$ cat src/rtl/pipe_scheduler.sv
// pipe_scheduler: game-phase FSM plus the scrolling pipe datapath.
// Owns idle/run/halt, scrolls N_PIPE pipe gaps at a divided rate, respawns
// expired pipes with LFSR-derived gap bounds, detects bird/pipe collision
// and counts passed pipes.
module pipe_scheduler #(
    parameter int         N_PIPE    = 3,
    parameter int         SPACING   = 50,
    parameter int         STEP_DIV  = 3,
    parameter int         GAP       = 10,
    parameter int         HIT_W     = 2,
    parameter logic [7:0] LFSR_SEED = 8'hA5
) (
    input  logic                  clk,
    input  logic                  rst_n,
    input  logic                  start,
    input  logic                  freeze,
    input  logic [7:0]            n_row,
    input  logic [7:0]            bird_alt,
    output logic [1:0]            state,
    output logic [24*N_PIPE-1:0]  pipes,
    output logic [15:0]           score,
    output logic                  score_inc,
    output logic                  collide
);

    typedef enum logic [1:0] {
        ST_IDLE = 2'd0,
        ST_RUN  = 2'd1,
        ST_HALT = 2'd2
    } state_t;

    localparam int              DIV_W       = (STEP_DIV > 1) ? $clog2(STEP_DIV) : 1;
    localparam logic [DIV_W-1:0] DIV_LAST   = DIV_W'(STEP_DIV - 1);
    localparam logic [7:0]      RESPAWN_POS = 8'(N_PIPE * SPACING);
    localparam logic [7:0]      INIT_MIN    = 8'd15;
    localparam logic [7:0]      INIT_MAX    = 8'(15 + GAP);
    localparam logic [7:0]      GAP_8       = 8'(GAP);
    localparam logic [7:0]      HIT_8       = 8'(HIT_W);

    // Fibonacci LFSR step for x^8+x^6+x^5+x^4+1.
    function automatic logic [7:0] lfsr_next(input logic [7:0] v);
        return {v[6:0], v[7] ^ v[5] ^ v[4] ^ v[3]};
    endfunction

    // Starting column of slot i after reset or restart.
    function automatic logic [7:0] init_pos(input int i);
        return 8'(SPACING * (i + 1));
    endfunction

    state_t           state_r, state_nxt_s;
    logic [DIV_W-1:0] div_r, div_nxt_s;
    logic [7:0]       lfsr_r;
    logic [7:0]       pos_r   [N_PIPE];
    logic [7:0]       min_r   [N_PIPE];
    logic [7:0]       max_r   [N_PIPE];
    logic [7:0]       pos_nxt_s [N_PIPE];
    logic [7:0]       min_nxt_s [N_PIPE];
    logic [7:0]       max_nxt_s [N_PIPE];
    logic [15:0]      score_r, score_nxt_s;
    logic             score_inc_r, score_inc_nxt_s;
    logic             collide_r, collide_nxt_s;

    logic [7:0]       cand_s;
    logic [8:0]       cand_sum_s;
    logic [7:0]       resp_min_s;
    logic [7:0]       resp_max_s;
    logic             hit_s;
    logic [15:0]      pass_cnt_s;
    logic [16:0]      score_sum_s;

    // Respawn gap bounds from the current LFSR value; too-tall gaps fall back to the floor.
    always_comb begin
        cand_s     = 8'd2 + {3'b000, lfsr_r[4:0]};
        cand_sum_s = {1'b0, cand_s} + {1'b0, GAP_8} + 9'd2;
        if (cand_sum_s > {1'b0, n_row}) begin
            resp_min_s = 8'd2;
        end else begin
            resp_min_s = cand_s;
        end
        resp_max_s = resp_min_s + GAP_8;
    end

    // Collision: ground contact, or bird outside the gap of any pipe at the bird column.
    always_comb begin
        hit_s = (bird_alt == 8'd0);
        for (int i = 0; i < N_PIPE; i++) begin
            hit_s = hit_s | ((pos_r[i] <= HIT_8) &&
                             ((bird_alt <= min_r[i]) || (bird_alt >= max_r[i])));
        end
    end

    // Next-state and datapath update for the phase FSM.
    always_comb begin
        state_nxt_s     = state_r;
        div_nxt_s       = div_r;
        pos_nxt_s       = pos_r;
        min_nxt_s       = min_r;
        max_nxt_s       = max_r;
        score_nxt_s     = score_r;
        score_inc_nxt_s = 1'b0;
        collide_nxt_s   = collide_r;
        pass_cnt_s      = 16'd0;
        score_sum_s     = 17'd0;
        case (state_r)
            ST_IDLE: begin
                if (start) begin
                    state_nxt_s = ST_RUN;
                    div_nxt_s   = '0;
                end else begin
                    state_nxt_s = ST_IDLE;
                end
            end
            ST_RUN: begin
                if (freeze) begin
                    state_nxt_s = ST_RUN;
                end else if (hit_s) begin
                    state_nxt_s   = ST_HALT;
                    collide_nxt_s = 1'b1;
                end else if (div_r == DIV_LAST) begin
                    div_nxt_s = '0;
                    for (int i = 0; i < N_PIPE; i++) begin
                        if (pos_r[i] == 8'd0) begin
                            pos_nxt_s[i] = RESPAWN_POS;
                            min_nxt_s[i] = resp_min_s;
                            max_nxt_s[i] = resp_max_s;
                        end else begin
                            pos_nxt_s[i] = pos_r[i] - 8'd1;
                            if (pos_r[i] == 8'd1) begin
                                pass_cnt_s = pass_cnt_s + 16'd1;
                            end else begin
                                pass_cnt_s = pass_cnt_s;
                            end
                        end
                    end
                    score_sum_s     = {1'b0, score_r} + {1'b0, pass_cnt_s};
                    score_nxt_s     = score_sum_s[16] ? 16'hFFFF : score_sum_s[15:0];
                    score_inc_nxt_s = (pass_cnt_s != 16'd0);
                end else begin
                    div_nxt_s = div_r + DIV_W'(1);
                end
            end
            ST_HALT: begin
                collide_nxt_s = 1'b1;
                if (start) begin
                    state_nxt_s   = ST_IDLE;
                    div_nxt_s     = '0;
                    score_nxt_s   = 16'd0;
                    collide_nxt_s = 1'b0;
                    for (int i = 0; i < N_PIPE; i++) begin
                        pos_nxt_s[i] = init_pos(i);
                        min_nxt_s[i] = INIT_MIN;
                        max_nxt_s[i] = INIT_MAX;
                    end
                end else begin
                    state_nxt_s = ST_HALT;
                end
            end
            default: begin
                state_nxt_s = ST_IDLE;
            end
        endcase
    end

    // State, datapath and LFSR registers; the LFSR free-runs in every phase.
    always_ff @(posedge clk or negedge rst_n) begin
        if (!rst_n) begin
            state_r     <= ST_IDLE;
            div_r       <= '0;
            lfsr_r      <= LFSR_SEED;
            score_r     <= 16'd0;
            score_inc_r <= 1'b0;
            collide_r   <= 1'b0;
            for (int i = 0; i < N_PIPE; i++) begin
                pos_r[i] <= init_pos(i);
                min_r[i] <= INIT_MIN;
                max_r[i] <= INIT_MAX;
            end
        end else begin
            state_r     <= state_nxt_s;
            div_r       <= div_nxt_s;
            lfsr_r      <= lfsr_next(lfsr_r);
            score_r     <= score_nxt_s;
            score_inc_r <= score_inc_nxt_s;
            collide_r   <= collide_nxt_s;
            pos_r       <= pos_nxt_s;
            min_r       <= min_nxt_s;
            max_r       <= max_nxt_s;
        end
    end

    // Pack the slot registers onto the view bus.
    always_comb begin
        pipes = '0;
        for (int i = 0; i < N_PIPE; i++) begin
            pipes[24*i +: 24] = {pos_r[i], max_r[i], min_r[i]};
        end
    end

    assign state     = state_r;
    assign score     = score_r;
    assign score_inc = score_inc_r;
    assign collide   = collide_r;

endmodule

$ cat config.mk
export PLATFORM = sky130hd
export DESIGN_NAME = pipe_scheduler
export DESIGN_NICKNAME = d
export VERILOG_FILES = /design/src/rtl/pipe_scheduler.sv
export SDC_FILE = /design/constraint.sdc
export NUM_CORES = 1
export LEC_CHECK = 0
export CORE_MARGIN = 4
export CORE_UTILIZATION = 40
export DETAILED_ROUTE_END_ITERATION = 7
export SYNTH_ARGS = -nofsm -noshare
export SYNTH_HDL_FRONTEND = slang
export SYNTH_SLANG_ARGS = --single-unit
$ cat constraint.sdc
create_clock -name clk -period 4.8 [get_ports clk]
set_clock_uncertainty 0.2 [all_clocks]
set_input_delay 0.96 -clock clk [delete_from_list [all_inputs] [get_ports clk]]
set_output_delay 0.96 -clock clk [all_outputs]
set_load 0.1 [all_outputs]
==> results of run 1 <==
final cells by class:
| cell class | count | area [sq um] |
|---|---|---|
| Clock buffer | 12 | 256 |
| Clock inverter | 4 | 50.0 |
| Fill cell | 1369 | 7120 |
| Inverter | 67 | 251 |
| Multi-Input combinational cell | 472 | 3380 |
| Sequential cell | 90 | 2290 |
| Tap cell | 184 | 230 |
| Timing Repair Buffer | 119 | 1170 |
critical path, stage by stage (launching register included):
cell and delay (ns):
dfrtp_1 0.43, or3_4 0.41, nor4_2 0.25, and2_1 0.21
ha_1 0.23, mux2i_1 0.20, inv_1 0.07, ha_1 0.27
mux2i_1 0.10, fa_1 0.45, nor2b_1 0.16, o211a_1 0.20
nand2_1 0.10, or3_1 0.48, and2_1 0.26, a21oi_1 0.17
o22a_1 0.16
path summary, 6_finish.rpt:
path | end | slack [ns] | start | cells past startpoint
worst max register to register | score[9] | 0.40 | pipes[44] | 16
worst min-delay path | lfsr_r[7] | 0.16 | lfsr_r[6] | 0
worst max-delay path | score[9] | 0.40 | pipes[44] | 16
max in group asynchronous | pipes[45] | 2.99 | rst_n | 2
worst min register to register | lfsr_r[7] | 0.16 | lfsr_r[6] | 0
min in group asynchronous | pipes[28] | 0.55 | rst_n | 1
per-layer routing:
| layer | vias up | wire length (um) | global-route usage [%] |
|---|---|---|---|
| met5 | - | 0 | 0 |
| met4 | 0 | 193 | 5.66 |
| met1 | 2541 | 7840 | 26.8 |
| met2 | 109 | 7880 | 31.1 |
| li1 | 2532 | - | - |
| met3 | 13 | 731 | 2.87 |
sequential cells by signal, summed over array words and instances, names as in the netlist:
signal and count:
collide 1, score 16, pipes 60, score_inc 1, lfsr_r 8, state 2, div_r 2
cell usage after synthesis, types with 3 or more instances:
library cell  instances
inv_1                67
ha_1                 62
dfrtp_1              58
nor2_1               48
nand2_1              42
a21oi_1              39
o21ai_0              35
dfstp_2              32
nand3_1              18
nor3_1               17
buf_4                14
clkbuf_1             13
a31oi_1              12
o22a_1               12
a21o_1                9
and2_1                8
and3_1                8
mux2i_1               8
a211oi_1              7
buf_2                 7
mux2_1                7
nand2b_1              7
o21ai_1               7
nand4b_1              6
nor4_1                6
o31ai_1               6
xnor2_1               6
nor2b_1               5
o21a_1                5
or3_1                 5
a22o_1                3
a2bb2oi_1             3
and3b_1               3
buf_6                 3
mux2_2                3
mux2_4                3
nand4_1               3
nor3b_1               3
o211ai_1              3
o22ai_1               3
o41ai_1               3
xor2_1                3
power groups by stage:
stage / sequential, mW / clock (mW) / combinational (mW)
final: 1.27 / 0.736 / 3.00
after global routing: 1.31 / 0.794 / 3.18
after CTS: 1.27 / 0.754 / 3.02
after detailed placement: 1.28 / 0 / 3.01
after global placement: 1.27 / 0 / 2.99
after floorplan: 2.57 / 0 / 1.02
kinds of logic (layout without fill, tap and decap cells):
group	Yosys count	after routing	synth area share, %
AOI/OAI and AO/OA	174	174	19.4
xor gates and xnor gates	9	9	1.29
adders and majority gates	63	63	13.0
buffers and inverters	105	202	7.81
DFF	90	90	37.5
muxes	21	21	3.89
other	1	9	0.0613
and+or+nand+nor	196	196	17.0
==> out/qor.log, run 1 <==
qor: power.cellPowerDensity 657 nW/um^2
qor: yosys.syn-instance-count 659
qor: sta.shortest_period_the_worst_path_allows 4.40 ns
qor: sta.worst_relative_slew_slack 31.1%
qor: setup_path.worst_ep_arrival_time 4.48 ns
qor: sta.period_share 91.6%
qor: min_path.timing.hold.worst.class flop to flop
qor: yosys.synth.cell_area 6120 sq um
qor: global_route.antenna_found_initial 0
qor: route.detail-route-antenna-nets 0
qor: power.power.share.combinational 59.9%
qor: yosys.yosys.area.top_type_share 23.7%
qor: setup_path.cp_data_required_time 4.88 ns
qor: power.static_leak 3.32 nW
qor: power.power.net_switching 2.78 mW
qor: finish.most-common-layout-cells 101 x clkdlybuf4s50_1, 67 x inv_1, 62 x ha_1, 58 x dfrtp_1, 48 x nor2_1
qor: yosys.synth_warnings 0
qor: die.effective_utilization_at_floorplan 41.5%
qor: setup_path.setup.worst_path.start_class flop
qor: global_route.track_usage 19.2%
qor: route.post_drt_via_cell_ratio 5.48
qor: yosys.register_area_share_after_synthesis 37.5%
qor: setup_path.setup.worst_path.end_class flop
qor: power.max-vdd-ir-drop 0.450 mV
qor: global_route.grt_max_degree 75
qor: power.seq_power_share 25.4%
qor: sta.finalSetupViolCount 0
qor: cts.postCtsSetupBuffers 0
qor: global_route.grt_first_pass_wirelength 27100 um
qor: place.place_worst_setup_slack 0.309 ns
qor: power.power.switching_fraction 55.4%
qor: yosys.most_used_flip_flop_cell_after_synthesis dfrtp_1
qor: yosys.synth-edff-count 0
qor: finish.n_antenna_cell 0
qor: cts.cts.sinks 90
qor: sta.count_of_final_hold_check_violations 0
qor: yosys.yosys-top-cells-area dfrtp_1 24%, dfstp_2 14%, ha_1 13%
qor: yosys.synth_async_sr_flop_share 100%
qor: finish.final_design_instance_area_without_fill 7630 sq um
qor: route.wl_per_cell 17.6 um
qor: yosys.synth_cell_type_count 82
qor: place.routabilityCongestion 0.832
qor: finish.util_after_layout 51.7%
qor: yosys.synthDominantAreaCellType dfrtp_1
qor: finish.synthToLayoutAreaGrowth 24.7%
qor: die.die_width 132 um
qor: finish.finalNetCount 842
qor: yosys.synth-seq-cells 90
qor: global_route.number_of_global_route_vias_before_repair 5128
qor: die.floorplan.rows 44
qor: die.pin_count 112
qor: finish.final_common_cell clkdlybuf4s50_1
qor: die.floorplan.die_area 17300 sq um
qor: cts.number_of_cells_upsized_or_downsized_after_cts 0
qor: route.finalWirelength 16600 um
qor: cts.tritoncts yes
qor: sta.fin_tns_setup 0 ns
qor: sta.rsz0062_at_grt no
qor: route.detail_route.iter0.violations 244
qor: sta.hold_slack 0.158 ns
qor: sta.setup_ws 0.405 ns
qor: power.power.total 5.01 mW
qor: cts.clock_tree.buffer_depth 2
qor: cts.cts_inserted_buffers 9
qor: route.vias 5195
qor: route.drt_first_pass_iters 4
qor: sta.timing_max_transition_violations_final 0
qor: sta.timing_worst_slew_pin_value 1.03 ns
qor: place.io_buffers 102
qor: sta.achievable-frequency 228 MHz
qor: die.fp.dieH 132 um
qor: setup_path.critPathMaxFanout 7
qor: cts.cts.reportedPaths.clkPinSlew 0.07 ns
qor: job.maxCapViolations 0
qor: finish.fin_cells 948
qor: yosys.post_synthesis_mean_instance_area 9.28 sq um
qor: die.core-area 14800 sq um
qor: place.dp_hpwl 12700 um
qor: power.clock_power_share 14.7%
qor: cts.cts-htree-levels 3
qor: finish.drive_gt1_share 12.4%
qor: place.place_area 7330 sq um
qor: cts.cts.hold.buffers_added 0
qor: global_route.globalRouteOverflowTotal 0
qor: place.dp.cells 932
qor: cts.cts_root_buf clkbuf_16
qor: setup_path.worstSetupPathType flop to flop
qor: cts.clk_latency 0.35 ns
qor: run_status.outcome completed
qor: power.internal_power_component 2.23 mW
qor: route.route.detailed.drc 0
Note: power is estimated with default switching activity, not from simulation.
==> run 2, diff against run 1 <==
--- a/config.mk
+++ b/config.mk
@@ -8,6 +8,7 @@
 export CORE_MARGIN = 4
 export CORE_UTILIZATION = 40
 export DETAILED_ROUTE_END_ITERATION = 7
+export DONT_BUFFER_PORTS = 1
 export SYNTH_ARGS = -nofsm -noshare
 export SYNTH_HDL_FRONTEND = slang
 export SYNTH_SLANG_ARGS = --single-unit
==> out/qor.log, run 2 (synthesis results as in run 1) <==
qor: setup_path.critPathMaxFanout 7 [unchanged]
qor: sta.setup_ws 0.330 ns [-0.0746 ns]
qor: finish.most-common-layout-cells 67 x inv_1, 62 x ha_1, 62 x buf_4, 58 x dfrtp_1, 48 x nor2_1
qor: sta.count_of_final_hold_check_violations 0 [unchanged]
qor: run_status.outcome completed
qor: job.maxCapViolations 0 [unchanged]
qor: setup_path.worstSetupEndpoint pipes[13]
qor: place.routabilityCongestion 0.856 [+2.9%]
qor: route.detail-route-antenna-nets 0 [unchanged]
qor: sta.worst_relative_slew_slack 30.7% [-0.36 points]
qor: finish.register_area 2290 sq um [unchanged]
qor: die.fp.dieH 132 um [unchanged]
qor: setup_path.cp_data_required_time 4.86 ns [-0.02 ns]
qor: route.detail_route.iter0.violations 319 [+31%]
qor: global_route.grt_max_degree 91 [+21%]
qor: setup_path.critical-path-top-cell-by-count ha_1
qor: route.post_drt_via_cell_ratio 5.63 [+2.8%]
qor: sta.hold_slack 0.0959 ns [-0.0625 ns]
qor: route.route.met2.wl 7370 um [-6.5%]
qor: setup_path.worst_r2r_path_depth 17 [+1]
qor: route.detail_route.wirelength.met1 7210 um [-8.0%]
qor: route.met3_length 1080 um [+48%]
qor: global_route.grt_first_pass_wirelength 26300 um [-3.0%]
qor: sta.fin_tns_setup 0 ns [unchanged]
qor: power.power.net_switching 2.75 mW [-1.0%]
qor: cts.clock_tree.buffer_depth 2 [unchanged]
qor: route.finalWirelength 16100 um [-3.4%]
qor: die.floorplan.rows 44 [unchanged]
qor: setup_path.setup.reg_to_reg.worst_slack 0.33 ns [-0.07 ns]
qor: finish.synthToLayoutAreaGrowth 13.7%
qor: setup_path.reg2reg_from lfsr_r[1]
qor: setup_path.setup.worst_path.end_class flop
qor: place.io_buffers 0 [-100%]
qor: cts.postCtsSetupBuffers 0 [unchanged]
qor: cts.cts-htree-levels 3 [unchanged]
qor: power.power.switching_fraction 56.1% [+0.68 points]
qor: sta.timing_worst_slew_pin_value 1.04 ns [+0.00859 ns]
qor: cts.cts_root_buf clkbuf_16
qor: finish.multi_input_comb_area 3380 sq um [unchanged]
qor: sta.finalSetupViolCount 0 [unchanged]
qor: setup_path.crit_slowest_cell o31ai_2
qor: route.wl_per_cell 18.0 um [+2.8%]
qor: cts.number_of_cells_upsized_or_downsized_after_cts 0 [unchanged]
qor: power.max-vdd-ir-drop 0.283 mV [-37%]
qor: min_path.timing.hold.worst.class input port to asynchronous set/reset pin
qor: setup_path.path_cells ha_1, xnor2_1, ha_1, a211oi_1, ha_1, and4_1, o21a_1, o31ai_2, and2_1, ha_1, inv_1, o21ai_0, a21oi_1, or2_2, a21oi_1, o21ai_0, o21ai_0
qor: place.place_worst_setup_slack 0.372 ns [+0.0627 ns]
qor: die.effective_utilization_at_floorplan 41.5% [unchanged]
qor: route.topRoutingLayerUsed met4
qor: setup_path.worst_ep_arrival_time 4.53 ns [+0.05 ns]
qor: sta.rsz0062_at_grt no
qor: setup_path.startpoint lfsr_r[1]
qor: route.vias 5018 [-3.4%]
qor: finish.largest_register_ffs 60 [unchanged]
qor: global_route.number_of_global_route_vias_before_repair 4976 [-3.0%]
qor: power.cellPowerDensity 704 nW/um^2 [+7.3%]
qor: global_route.track_usage 18.6% [-0.56 points]
qor: cts.tritoncts yes
qor: power.seq_power_share 29.6% [+4.2 points]
qor: route.route.detailed.drc 0 [unchanged]
qor: cts.cts.sinks 90 [unchanged]
qor: die.die_width 132 um [unchanged]
qor: finish.fin_cells 891 [-6.0%]
qor: place.dp_hpwl 12200 um [-3.8%]
qor: finish.drive_gt1_share 19.5% [+7.1 points]
qor: finish.n_fill_cell 1421 [+3.8%]
qor: finish.n_antenna_cell 0 [unchanged]
qor: cts.cts.reportedPaths.clkPinSlew 0.07 ns [about the same]
qor: sta.period_share 93.1% [+1.6 points]
qor: setup_path.worstSetupPathType flop to flop
qor: place.dp.cells 875 [-6.1%]
qor: cts.cts.hold.buffers_added 0 [unchanged]
qor: setup_path.maximum_single_stage_delay_on_the_critical_path 0.49 ns [about the same]
qor: sta.achievable-frequency 224 MHz [-1.7%]
qor: power.static_leak 3.19 nW [-4.1%]
qor: sta.timing_max_transition_violations_final 0 [unchanged]
qor: power.clock_power_share 16.6% [+1.9 points]
qor: cts.clk_latency 0.35 ns [about the same]
qor: setup_path.setup.worst_path.start_class flop
qor: global_route.antenna_found_initial 0 [unchanged]
qor: sta.shortest_period_the_worst_path_allows 4.47 ns [+0.0746 ns]
qor: setup_path.r2r-end pipes[13]
qor: finish.final_common_cell inv_1
qor: die.core-area 14800 sq um [unchanged]
qor: finish.finalNetCount 785 [-6.8%]
qor: power.power.share.combinational 53.9% [-6.0 points]
qor: route.drt_first_pass_iters 4 [unchanged]
qor: global_route.globalRouteOverflowTotal 0 [unchanged]
qor: cts.cts_inserted_buffers 9 [unchanged]
qor: power.internal_power_component 2.15 mW [-3.7%]
qor: die.floorplan.die_area 17300 sq um [unchanged]
qor: die.pin_count 112 [unchanged]
## run 2: how the worst min path moves through the flow
stage / from / end / slack [ns] / cells past startpoint
6_report: rst_n / pipes[28] / 0.1 / 0
5_1_grt: rst_n / pipes[28] / 0.08 / 0
3_3_place_gp: lfsr_r[6] / lfsr_r[7] / 0.14 / 0
4_1_cts: rst_n / pipes[28] / 0.08 / 0
2_1_floorplan: lfsr_r[6] / lfsr_r[7] / 0.13 / 0
3_5_place_dp: lfsr_r[6] / lfsr_r[7] / 0.14 / 0
## run 2: metrics by stage
stage	cell area (sq um)	util, %	total power [mW]
finish	6960	47.2	4.90
global route	6960	47.2	5.15
floorplan	6150	-	3.58
detailed placement	6620	44.9	4.10
CTS	6960	47.2	4.93
global placement	6620	44.9	4.05
## run 2: power by group through the flow
| stage | combinational, mW | clock (mW) | sequential, mW |
|---|---|---|---|
| 2_1_floorplan | 1.02 | 0 | 2.57 |
| 3_3_place_gp | 2.60 | 0 | 1.45 |
| 3_5_place_dp | 2.64 | 0 | 1.46 |
| 4_1_cts | 2.65 | 0.830 | 1.45 |
| 5_1_grt | 2.81 | 0.867 | 1.47 |
| 6_report | 2.64 | 0.811 | 1.45 |
## run 2: critical path, delay by kind of cell (launching register included)
family | cells | cell delay (ns)
simple gates | 3 | 0.75
buf+inv | 1 | 0.07
compound gates | 8 | 1.60
xor+xnor | 1 | 0.19
fa+ha+maj | 4 | 1.07
flops | 1 | 0.47
## run 2: final cells by class
| class | instances | share of cell area [%] |
|---|---|---|
| clock buffer | 11 | 3.35 |
| inverter | 67 | 3.62 |
| timing repair buffer | 62 | 6.69 |
| tap | 184 | 3.31 |
| clock inverter | 5 | 1.49 |
| multi-input combinational | 472 | 48.6 |
| sequential | 90 | 32.9 |
## run 2: routing by layer
layer	vias to the layer above	global-route usage [%]
met4	0	7.00
met1	2446	24.8
li1	2419	-
met5	-	0
met2	125	28.7
met3	28	5.58
